==> config.mk <==
export PLATFORM = sky130hd
export DESIGN_NAME = dpram_stream_loader
export DESIGN_NICKNAME = d
export VERILOG_FILES = /design/src/rtl/dpram_stream_loader.sv
export SDC_FILE = /design/constraint.sdc
export NUM_CORES = 1
export LEC_CHECK = 0
export BUFFER_PORTS_ARGS = -buffer_cell sky130_fd_sc_hd__buf_2
export CORE_MARGIN = 2
export CORE_UTILIZATION = 25
export CTS_CLUSTER_SIZE = 8
export DETAILED_ROUTE_END_ITERATION = 8
export PLACE_DENSITY_LB_ADDON = 0.15
export SLEW_MARGIN = 10
export SYNTH_ARGS = -nofsm -noshare
export SYNTH_HDL_FRONTEND = slang
export SYNTH_SLANG_ARGS = --single-unit
==> constraint.sdc <==
create_clock -name clk -period 3.35 [get_ports clk]
set_clock_uncertainty 0.05 [all_clocks]
set_input_delay 0.1675 -clock clk [delete_from_list [all_inputs] [get_ports clk]]
set_output_delay 0.1675 -clock clk [all_outputs]
set_load 0.05 [all_outputs]
==> src/rtl/dpram_stream_loader.sv <==
// Boot-channel loader: packs a byte stream into 16-bit little-endian words and writes
// them to RAM port B, with an optional read-back pass that compares word sums.
module dpram_stream_loader #(
  parameter int DATA_W = 16,
  parameter int ADDR_W = 13
) (
  input  logic              clk,
  input  logic              reset,
  input  logic              start,
  input  logic [ADDR_W-1:0] base_addr,
  input  logic [ADDR_W:0]   word_count,
  input  logic              verify_en,
  input  logic [7:0]        s_data,
  input  logic              s_valid,
  output logic              s_ready,
  output logic              b_ce,
  output logic              b_we,
  output logic [ADDR_W-1:0] b_addr,
  output logic [DATA_W-1:0] b_write,
  input  logic [DATA_W-1:0] b_read,
  output logic              busy,
  output logic              done,
  output logic              err,
  output logic [15:0]       checksum
);

  // state    | meaning
  // IDLE     | waiting for start
  // LOAD_LO  | accepting the low byte of the next word
  // LOAD_HI  | accepting the high byte of the next word
  // WRITE    | word on port B, checksum/address/count update
  // VRD_ADDR | read address on port B
  // VRD_DATA | read data returned, accumulated into vsum
  // DONE     | completion pulse, err valid
  localparam logic [2:0] IDLE     = 3'd0;
  localparam logic [2:0] LOAD_LO  = 3'd1;
  localparam logic [2:0] LOAD_HI  = 3'd2;
  localparam logic [2:0] WRITE    = 3'd3;
  localparam logic [2:0] VRD_ADDR = 3'd4;
  localparam logic [2:0] VRD_DATA = 3'd5;
  localparam logic [2:0] DONE     = 3'd6;

  localparam logic [ADDR_W-1:0] ADDR_ONE = {{(ADDR_W-1){1'b0}}, 1'b1};
  localparam logic [ADDR_W:0]   CNT_ONE  = {{ADDR_W{1'b0}}, 1'b1};

  logic [2:0]        state;
  logic [ADDR_W-1:0] addr;
  logic [ADDR_W-1:0] base_q;
  logic [ADDR_W:0]   remaining;
  logic [ADDR_W:0]   count_q;
  logic              ven;
  logic [7:0]        lo_byte;
  logic [15:0]       vsum;

  logic [ADDR_W-1:0] addr_inc;
  logic [ADDR_W:0]   remaining_dec;
  logic              last_word;
  logic [15:0]       checksum_next;
  logic [15:0]       vsum_next;

  always_comb begin
    addr_inc      = addr + ADDR_ONE;
    remaining_dec = remaining - CNT_ONE;
    last_word     = (remaining <= CNT_ONE);
    checksum_next = checksum + b_write;
    vsum_next     = vsum + b_read;
  end

  assign s_ready = (state == LOAD_LO) || (state == LOAD_HI);

  always_ff @(posedge clk) begin
    if (reset) begin
      state     <= IDLE;
      addr      <= '0;
      base_q    <= '0;
      remaining <= '0;
      count_q   <= '0;
      ven       <= 1'b0;
      lo_byte   <= '0;
      vsum      <= '0;
      b_ce      <= 1'b0;
      b_we      <= 1'b0;
      b_addr    <= '0;
      b_write   <= '0;
      busy      <= 1'b0;
      done      <= 1'b0;
      err       <= 1'b0;
      checksum  <= '0;
    end else begin
      // port B strobes and done are single-cycle unless re-asserted below
      b_ce <= 1'b0;
      b_we <= 1'b0;
      done <= 1'b0;
      case (state)
        IDLE: begin
          if (start) begin
            addr      <= base_addr;
            base_q    <= base_addr;
            remaining <= word_count;
            count_q   <= word_count;
            ven       <= verify_en;
            checksum  <= '0;
            vsum      <= '0;
            err       <= 1'b0;
            busy      <= 1'b1;
            if (word_count == '0) begin
              done  <= 1'b1;
              state <= DONE;
            end else begin
              state <= LOAD_LO;
            end
          end
        end
        LOAD_LO: begin
          if (s_valid) begin
            lo_byte <= s_data;
            state   <= LOAD_HI;
          end
        end
        LOAD_HI: begin
          // port B outputs are registered so they line up with the WRITE state
          if (s_valid) begin
            b_ce    <= 1'b1;
            b_we    <= 1'b1;
            b_addr  <= addr;
            b_write <= {s_data, lo_byte};
            state   <= WRITE;
          end
        end
        WRITE: begin
          checksum  <= checksum_next;
          addr      <= addr_inc;
          remaining <= remaining_dec;
          if (!last_word) begin
            state <= LOAD_LO;
          end else if (ven) begin
            addr      <= base_q;
            remaining <= count_q;
            b_ce      <= 1'b1;
            b_addr    <= base_q;
            state     <= VRD_ADDR;
          end else begin
            done  <= 1'b1;
            state <= DONE;
          end
        end
        VRD_ADDR: begin
          state <= VRD_DATA;
        end
        VRD_DATA: begin
          vsum      <= vsum_next;
          addr      <= addr_inc;
          remaining <= remaining_dec;
          if (!last_word) begin
            b_ce   <= 1'b1;
            b_addr <= addr_inc;
            state  <= VRD_ADDR;
          end else begin
            // compare including the word arriving now so err is valid alongside done
            err   <= (vsum_next != checksum);
            done  <= 1'b1;
            state <= DONE;
          end
        end
        DONE: begin
          busy  <= 1'b0;
          state <= IDLE;
        end
        default: begin
          busy  <= 1'b0;
          state <= IDLE;
        end
      endcase
    end
  end

endmodule

# Word-level counts from Yosys, hierarchy flattened

Index checks and enable logic that the tools add are counted.

Output and inout bits: 51
Register bits: 132

Bitwise gates (word level): 2
$add $sub $neg: 4
Reduce and logical (&&, ||, !) cells: 19
Magnitude comparators: 1
Eq/ne operators: 13
Muxes and demuxes: 40

Operator list:

| kind                                                 | count |
|---|---|
| two-way mux 13 bit                                   | 7 |
| case mux 13 bit (3 select lines)                     | 2 |
| case mux 16 bit (2 select lines)                     | 2 |
| two-way mux 14 bit                                   | 3 |
| case mux 14 bit (3 select lines)                     | 1 |
| adder 16 bit                                         | 2 |
| case mux 3 bit (6 select lines)                      | 1 |
| two-way mux 16 bit                                   | 1 |
| != test 16 bit                                       | 1 |
| two-way mux 3 bit                                    | 5 |
| <= comparator 14 x 1 -> 1 bit, second input constant | 1 |
| logical NOT 14 bit                                   | 1 |
| != test 2 bit, second input constant                 | 7 |
| AND reduction 2 bit                                  | 7 |
| subtractor 14 x 1 -> 14 bit, second input constant   | 1 |
| adder 13 x 1 -> 13 bit, second input constant        | 1 |
| two-way mux 1 bit                                    | 12 |
| == test 3 x 2 -> 1 bit, second input constant        | 2 |
| == test 3 bit, second input constant                 | 2 |
| case mux 1 bit (3 select lines)                      | 2 |
| AND reduction 3 bit                                  | 2 |
| nonzero test 3 bit                                   | 2 |
| AND reduction 5 bit                                  | 1 |
| OR reduction 5 bit                                   | 1 |
| 8 further kinds                                      | 12 |

# Logic depth before layout (Yosys ltp)

Word-level depth: 4
Gate-level depth with buffers: 12
Mapped depth without buffers: 11

# Worst setup path before layout

Ideal clock, no wire load.

Kind: register to register
From: register vsum[0]
To: register err
Setup slack: 0.510 ns
Data required time: 3.178 ns
Setup time: 0.122 ns
Arrival time: 2.668 ns
Period minus slack after synthesis: 2.840 ns
Cell stages (with the launch flop): 12
Cells stage by stage: dfxtp_1 -> ha_1 -> inv_1 -> fa_1 -> nor2b_1 -> o311a_1 -> o221a_2 -> o21ai_1 -> a221o_1 -> or4_1 -> nor4_2 -> a21oi_1

Word-level cells in the longest chain between the ends: 4

RTL lines:

| item                            | line | text |
|---|---|---|
| start: declaration              | 53   | `logic [15:0] vsum;` |
| start signal: assignment        | 151  | `vsum <= vsum_next;` |
| adder 16 bit                    | 66   | `vsum_next = vsum + b_read;` |
| != test 16 bit                  | 160  | `err <= (vsum_next != checksum);` |
| two-way mux 1 bit               | 154  | `if (!last_word) begin` |
| case mux 1 bit (2 select lines) | 94   | `case (state)` |
| end signal: assignment          | 160  |  |
| end: declaration                | 23   | `output logic err,` |

No other way between the ends. The select of a mux whose other input is x is not followed.
A chain may end at the register's enable or synchronous reset.

# Worst setup path in the final report

Ends and elaborated chain as after synthesis.

==> results_tabular.tex <==
\begin{tabular}{lr}
\hline
Metric & Value \\
\hline
\multicolumn{2}{l}{\textbf{Placed design}} \\
\quad Global placement routability congestion & 0.793 \\
\quad Buffers on Ports & 106 \\
\quad Post-DP HPWL & 18.7 mm \\
\quad Placement Cell Area & 0.00876 sq mm \\
\quad Post-placement cell count & 1,484 \\
\multicolumn{2}{l}{\textbf{Setup path}} \\
\quad Worst EP required & 3.61 ns \\
\quad Startpoint type of the worst setup path & flop \\
\quad Worst path arrival time & 3.41 ns \\
\quad Slowest CP cell & sky130\_fd\_sc\_hd\_\_or4\_1 \\
\quad CP cell instances & ha\_1, inv\_1, fa\_1, nor2b\_1, o311a\_1, o221a\_2, o21ai\_1, a221o\_1, or4\_1, nor4\_2, a21oi\_1 \\
\quad Kind of capture point of the worst setup path & flop \\
\quad Top cell family by delay on the critical path & compound AO/OA/AOI/OAI gates \\
\quad Bufs and invs on worst path & 1 \\
\quad Maximum cell stage delay along the critical path & 0.52 ns \\
\quad Max FO, Critical Path & 4 \\
\quad Classification of the worst setup path & flop to flop \\
\multicolumn{2}{l}{\textbf{Drt}} \\
\quad Vias post-DR & 7,693 \\
\quad Detailed-router iteration count before antenna repair & 4 \\
\quad First DRT Iteration DRCs & 445 \\
\quad Number of routed nets with antenna violations & 0 \\
\quad Average routed wire per standard cell & 16.9 um \\
\quad Post-DR vias/cell & 4.96 \\
\quad Total wirelength of the detailed-routed design & 26.2 mm \\
\quad Number of design rule violations left after detail routing & 0 \\
\multicolumn{2}{l}{\textbf{Power and ir drop}} \\
\quad Largest voltage drop on the vdd net & 0.396 mV \\
\quad Relative contribution of combinational cells to total power & 0.314 \\
\quad Power Dens Cells & 588 mW/mm\^{}2 \\
\quad Cell internal power dissipation & 3.56 mW \\
\quad Switching portion of total power & 0.377 \\
\quad Leakage component of the power & 3.89 nW \\
\quad Sequential power share & 0.355 \\
\quad Net switching power & 2.15 mW \\
\quad Part of the total power dissipated in the clock network & 0.331 \\
\multicolumn{2}{l}{\textbf{Finish}} \\
\quad Final-layout fill cell count & 3,350 \\
\quad Most frequent cells in the layout & sky130\_fd\_sc\_hd\_\_nand2\_1, sky130\_fd\_sc\_hd\_\_nor2\_1, sky130\_fd\_sc\_hd\_\_dfxtp\_1, sky130\_fd\_sc\_hd\_\_a21oi\_1, sky130\_fd\_sc\_hd\_\_buf\_2 \\
\quad Area of the multi-input gates & 0.00480 sq mm \\
\quad Commonest non-fill, non-tap cell in the layout & sky130\_fd\_sc\_hd\_\_nand2\_1 \\
\quad Final cell utilization of the core & 0.317 \\
\quad Final instance count without filler cells & 1,552 \\
\quad Layout Cell Area excl Fill & 0.00971 sq mm \\
\quad Register area & 0.00264 sq mm \\
\quad Proportion of layout cells with a drive suffix above 1 & 0.156 \\
\quad N\_diodes & 0 \\
\quad Growth of design area from synthesis to finish & 24.8\% \\
\quad Nets & 1,234 \\
\multicolumn{2}{l}{\textbf{Global route}} \\
\quad Largest net degree at the start of global routing & 54 \\
\quad Vias in the first global route & 7,230 \\
\quad Initial antenna violation count & 0 \\
\quad Total congestion overflow & 0 \\
\quad Overall fraction of global-route tracks in use & 0.158 \\
\quad Wire length of the first global-routing pass & 40.8 mm \\
\multicolumn{2}{l}{\textbf{Yosys}} \\
\quad Count of distinct cell types in the synthesized netlist & 70 \\
\quad Number of flops mapped to enable cells by yosys & 0 \\
\quad Mean instance size in the synthesized netlist & 7.59 sq um \\
\quad Mapped Nets & 1,115 \\
\quad Synth Flop Type & sky130\_fd\_sc\_hd\_\_dfxtp\_1 \\
\quad Post-synthesis register bit count & 132 \\
\quad Warnings from Yosys & 0 \\
\quad Post-synthesis sequential area ratio & 0.340 \\
\quad Netlist area before placement & 0.00778 sq mm \\
\quad Proportion of synthesized flip-flops having asynchronous set or reset & 0 \\
\quad Post-synthesis cell count & 1,024 \\
\multicolumn{2}{l}{\textbf{Worst hold path}} \\
\quad HP Class & primary input to flop \\
\multicolumn{2}{l}{\textbf{CTS}} \\
\quad Clock tree from TritonCTS & done \\
\quad Post-CTS repair timing setup buffer count & 0 \\
\quad H-tree depth reported by CTS & 4 \\
\quad Reg clk slew, reported paths & 0.06 ns \\
\quad Clk Tree Root Cell & sky130\_fd\_sc\_hd\_\_clkbuf\_16 \\
\quad Count of clock tree sinks & 132 \\
\quad Max Buffers Root-to-Sink & 2 \\
\quad Number of CTS-inserted buffers & 17 \\
\quad Clock insertion delay at the later pin of the skew report & 0.42 ns \\
\multicolumn{2}{l}{\textbf{Floorplanning}} \\
\quad Starting density of the core & 0.254 \\
\quad Core area & 0.0306 sq mm \\
\quad Num rows & 64 \\
\quad Die Ht & 180 um \\
\quad I/O pin cnt & 107 \\
\quad Die Outline Area & 0.0325 sq mm \\
\quad Die Width & 180 um \\
\multicolumn{2}{l}{\textbf{STA}} \\
\quad Rel. slew slack & 0.410 \\
\quad Unrepaired setup endpoints after global routing & no \\
\quad Fmax achieved & 318 MHz \\
\quad Final worst path period need & 3.15 ns \\
\quad Final count of negative-setup-slack endpoints & 0 \\
\quad Final-layout setup total negative slack & 0 ns \\
\quad Portion of the clock cycle consumed by the worst path in the final layout & 0.940 \\
\quad Hold\_ws & 0.0168 ns \\
\quad Worst-Margin Slew & 0.881 ns \\
\quad Count of final max-slew check failures & 0 \\
\quad Hold violation total from the final report & 0 \\
\multicolumn{2}{l}{\textbf{Flow run}} \\
\quad Max-cap violation count & 0 \\
\multicolumn{2}{l}{\textbf{Outcome}} \\
\quad Outcome & finished clean \\
\hline
\end{tabular}
[worst register-to-register path, stage by stage, from the launching register on]
cell and delay, ns:
sky130_fd_sc_hd__dfxtp_1 0.34, sky130_fd_sc_hd__ha_1 0.19, sky130_fd_sc_hd__inv_1 0.06, sky130_fd_sc_hd__fa_1 0.39, sky130_fd_sc_hd__nor2b_1 0.23, sky130_fd_sc_hd__o311a_1 0.26, sky130_fd_sc_hd__o221a_2 0.24, sky130_fd_sc_hd__o21ai_1 0.16
sky130_fd_sc_hd__a221o_1 0.34, sky130_fd_sc_hd__or4_1 0.52, sky130_fd_sc_hd__nor4_2 0.16, sky130_fd_sc_hd__a21oi_1 0.09
[sequential cells by signal, summed over array words and instances, names as in the netlist]
signal     cells
b_write       16
checksum      16
vsum          16
count_q       14
remaining     14
addr          13
b_addr        13
base_q        13
lo_byte        8
state          3
b_ce           1
b_we           1
busy           1
done           1
err            1
ven            1
[final cells by class]
| cell class | instances | share of cell area |
|---|---|---|
| Clock buffer | 19 | 0.0467 |
| Sequential cell | 132 | 0.272 |
| Inverter | 17 | 0.00657 |
| Clock inverter | 13 | 0.0138 |
| Tap cell | 396 | 0.0511 |
| Timing Repair Buffer | 168 | 0.115 |
| Multi-Input combinational cell | 807 | 0.495 |
[layer usage]
layer | global-route usage | routed length [um] | up-vias
met1 | 0.236 | 13900 | 3623
met3 | 0.0259 | 839 | 17
met4 | 0.0406 | 311 | 0
met2 | 0.232 | 11200 | 119
met5 | 0 | 0 | -
li1 | - | - | 3934
[logic make-up after synthesis]
kind of cell	Yosys count	synth area share
buffers and inverters	85	0.0447
and+or+nand+nor	426	0.245
xor gates and xnor gates	42	0.0508
AOI/OAI and AO/OA	294	0.248
DFF	132	0.340
adders and majority gates	35	0.0582
muxes	10	0.0129
[cell usage after synthesis (3+ instances only)]
| library cell | number | area [sq um] |
|---|---|---|
| sky130_fd_sc_hd__o2111ai_1 | 3 | 26.3 |
| sky130_fd_sc_hd__o31ai_1 | 4 | 30.0 |
| sky130_fd_sc_hd__inv_1 | 17 | 63.8 |
| sky130_fd_sc_hd__buf_2 | 8 | 40.0 |
| sky130_fd_sc_hd__nor4_1 | 6 | 37.5 |
| sky130_fd_sc_hd__nand4_1 | 10 | 62.6 |
| sky130_fd_sc_hd__a22oi_1 | 29 | 218 |
| sky130_fd_sc_hd__nor2_1 | 142 | 533 |
| sky130_fd_sc_hd__and3_1 | 4 | 25.0 |
| sky130_fd_sc_hd__mux2i_1 | 10 | 100 |
| sky130_fd_sc_hd__a211oi_1 | 30 | 225 |
| sky130_fd_sc_hd__o311ai_0 | 3 | 26.3 |
| sky130_fd_sc_hd__or3_1 | 7 | 43.8 |
| sky130_fd_sc_hd__a21o_1 | 12 | 90.1 |
| sky130_fd_sc_hd__a221oi_1 | 19 | 166 |
| sky130_fd_sc_hd__o21ai_1 | 4 | 20.0 |
| sky130_fd_sc_hd__a21oi_1 | 113 | 566 |
| sky130_fd_sc_hd__nor3_1 | 35 | 175 |
| sky130_fd_sc_hd__o21ai_0 | 27 | 135 |
| sky130_fd_sc_hd__xor2_1 | 11 | 96.3 |
| sky130_fd_sc_hd__and2_1 | 5 | 31.3 |
| sky130_fd_sc_hd__nand3_1 | 19 | 95.1 |
| sky130_fd_sc_hd__o21a_1 | 5 | 37.5 |
| sky130_fd_sc_hd__xnor2_1 | 29 | 254 |
| sky130_fd_sc_hd__a211o_1 | 5 | 43.8 |
| sky130_fd_sc_hd__o21bai_1 | 4 | 30.0 |
| sky130_fd_sc_hd__nor3b_1 | 8 | 60.1 |
| sky130_fd_sc_hd__ha_1 | 33 | 413 |
| sky130_fd_sc_hd__a31oi_1 | 4 | 25.0 |
| sky130_fd_sc_hd__clkbuf_1 | 47 | 176 |
| sky130_fd_sc_hd__dfxtp_1 | 132 | 2640 |
| sky130_fd_sc_hd__buf_1 | 10 | 37.5 |
| sky130_fd_sc_hd__nand2_1 | 158 | 593 |
| sky130_fd_sc_hd__nand2b_1 | 11 | 68.8 |
| sky130_fd_sc_hd__nand3b_1 | 6 | 45.0 |
| sky130_fd_sc_hd__a311oi_1 | 3 | 26.3 |
| sky130_fd_sc_hd__a221o_1 | 3 | 30.0 |
| sky130_fd_sc_hd__nor4_2 | 3 | 37.5 |
[stage by stage]
step	worst slack, ns	power (mW)
global route	0.0276	6.07
global placement	0.278	3.84
CTS	0.209	5.78
floorplan	0.510	3.27
detailed placement	0.213	3.83
finish	0.201	5.71
[timing repair]
item                                   in CTS  in global routing
endpoints found under the hold margin      44                  0
resized for setup                           0                  1
hold buffers                               36                  0
setup endpoints to repair                   0                  1
[worst paths after layout]
| path | startpoint | endpoint | slack (ns) | cells past startpoint |
|---|---|---|---|---|
| worst max-delay path | vsum[0] | err | 0.20 | 11 |
| worst min-delay path | base_addr[11] | base_q[11] | 0.02 | 3 |
| worst max register to register | vsum[0] | err | 0.20 | 11 |
| worst min register to register | lo_byte[4] | b_write[4] | 0.40 | 2 |
[power by group through the flow]
| stage | registers [mW] | logic [mW] | clock network [mW] |
|---|---|---|---|
| floorplan | 2.09 | 1.18 | 0 |
| global placement | 2.06 | 1.78 | 0 |
| detailed placement | 2.06 | 1.77 | 0 |
| CTS | 2.03 | 1.81 | 1.94 |
| global route | 2.07 | 1.99 | 2.01 |
| finish | 2.03 | 1.79 | 1.89 |
Power figures use the tool's default switching activity.
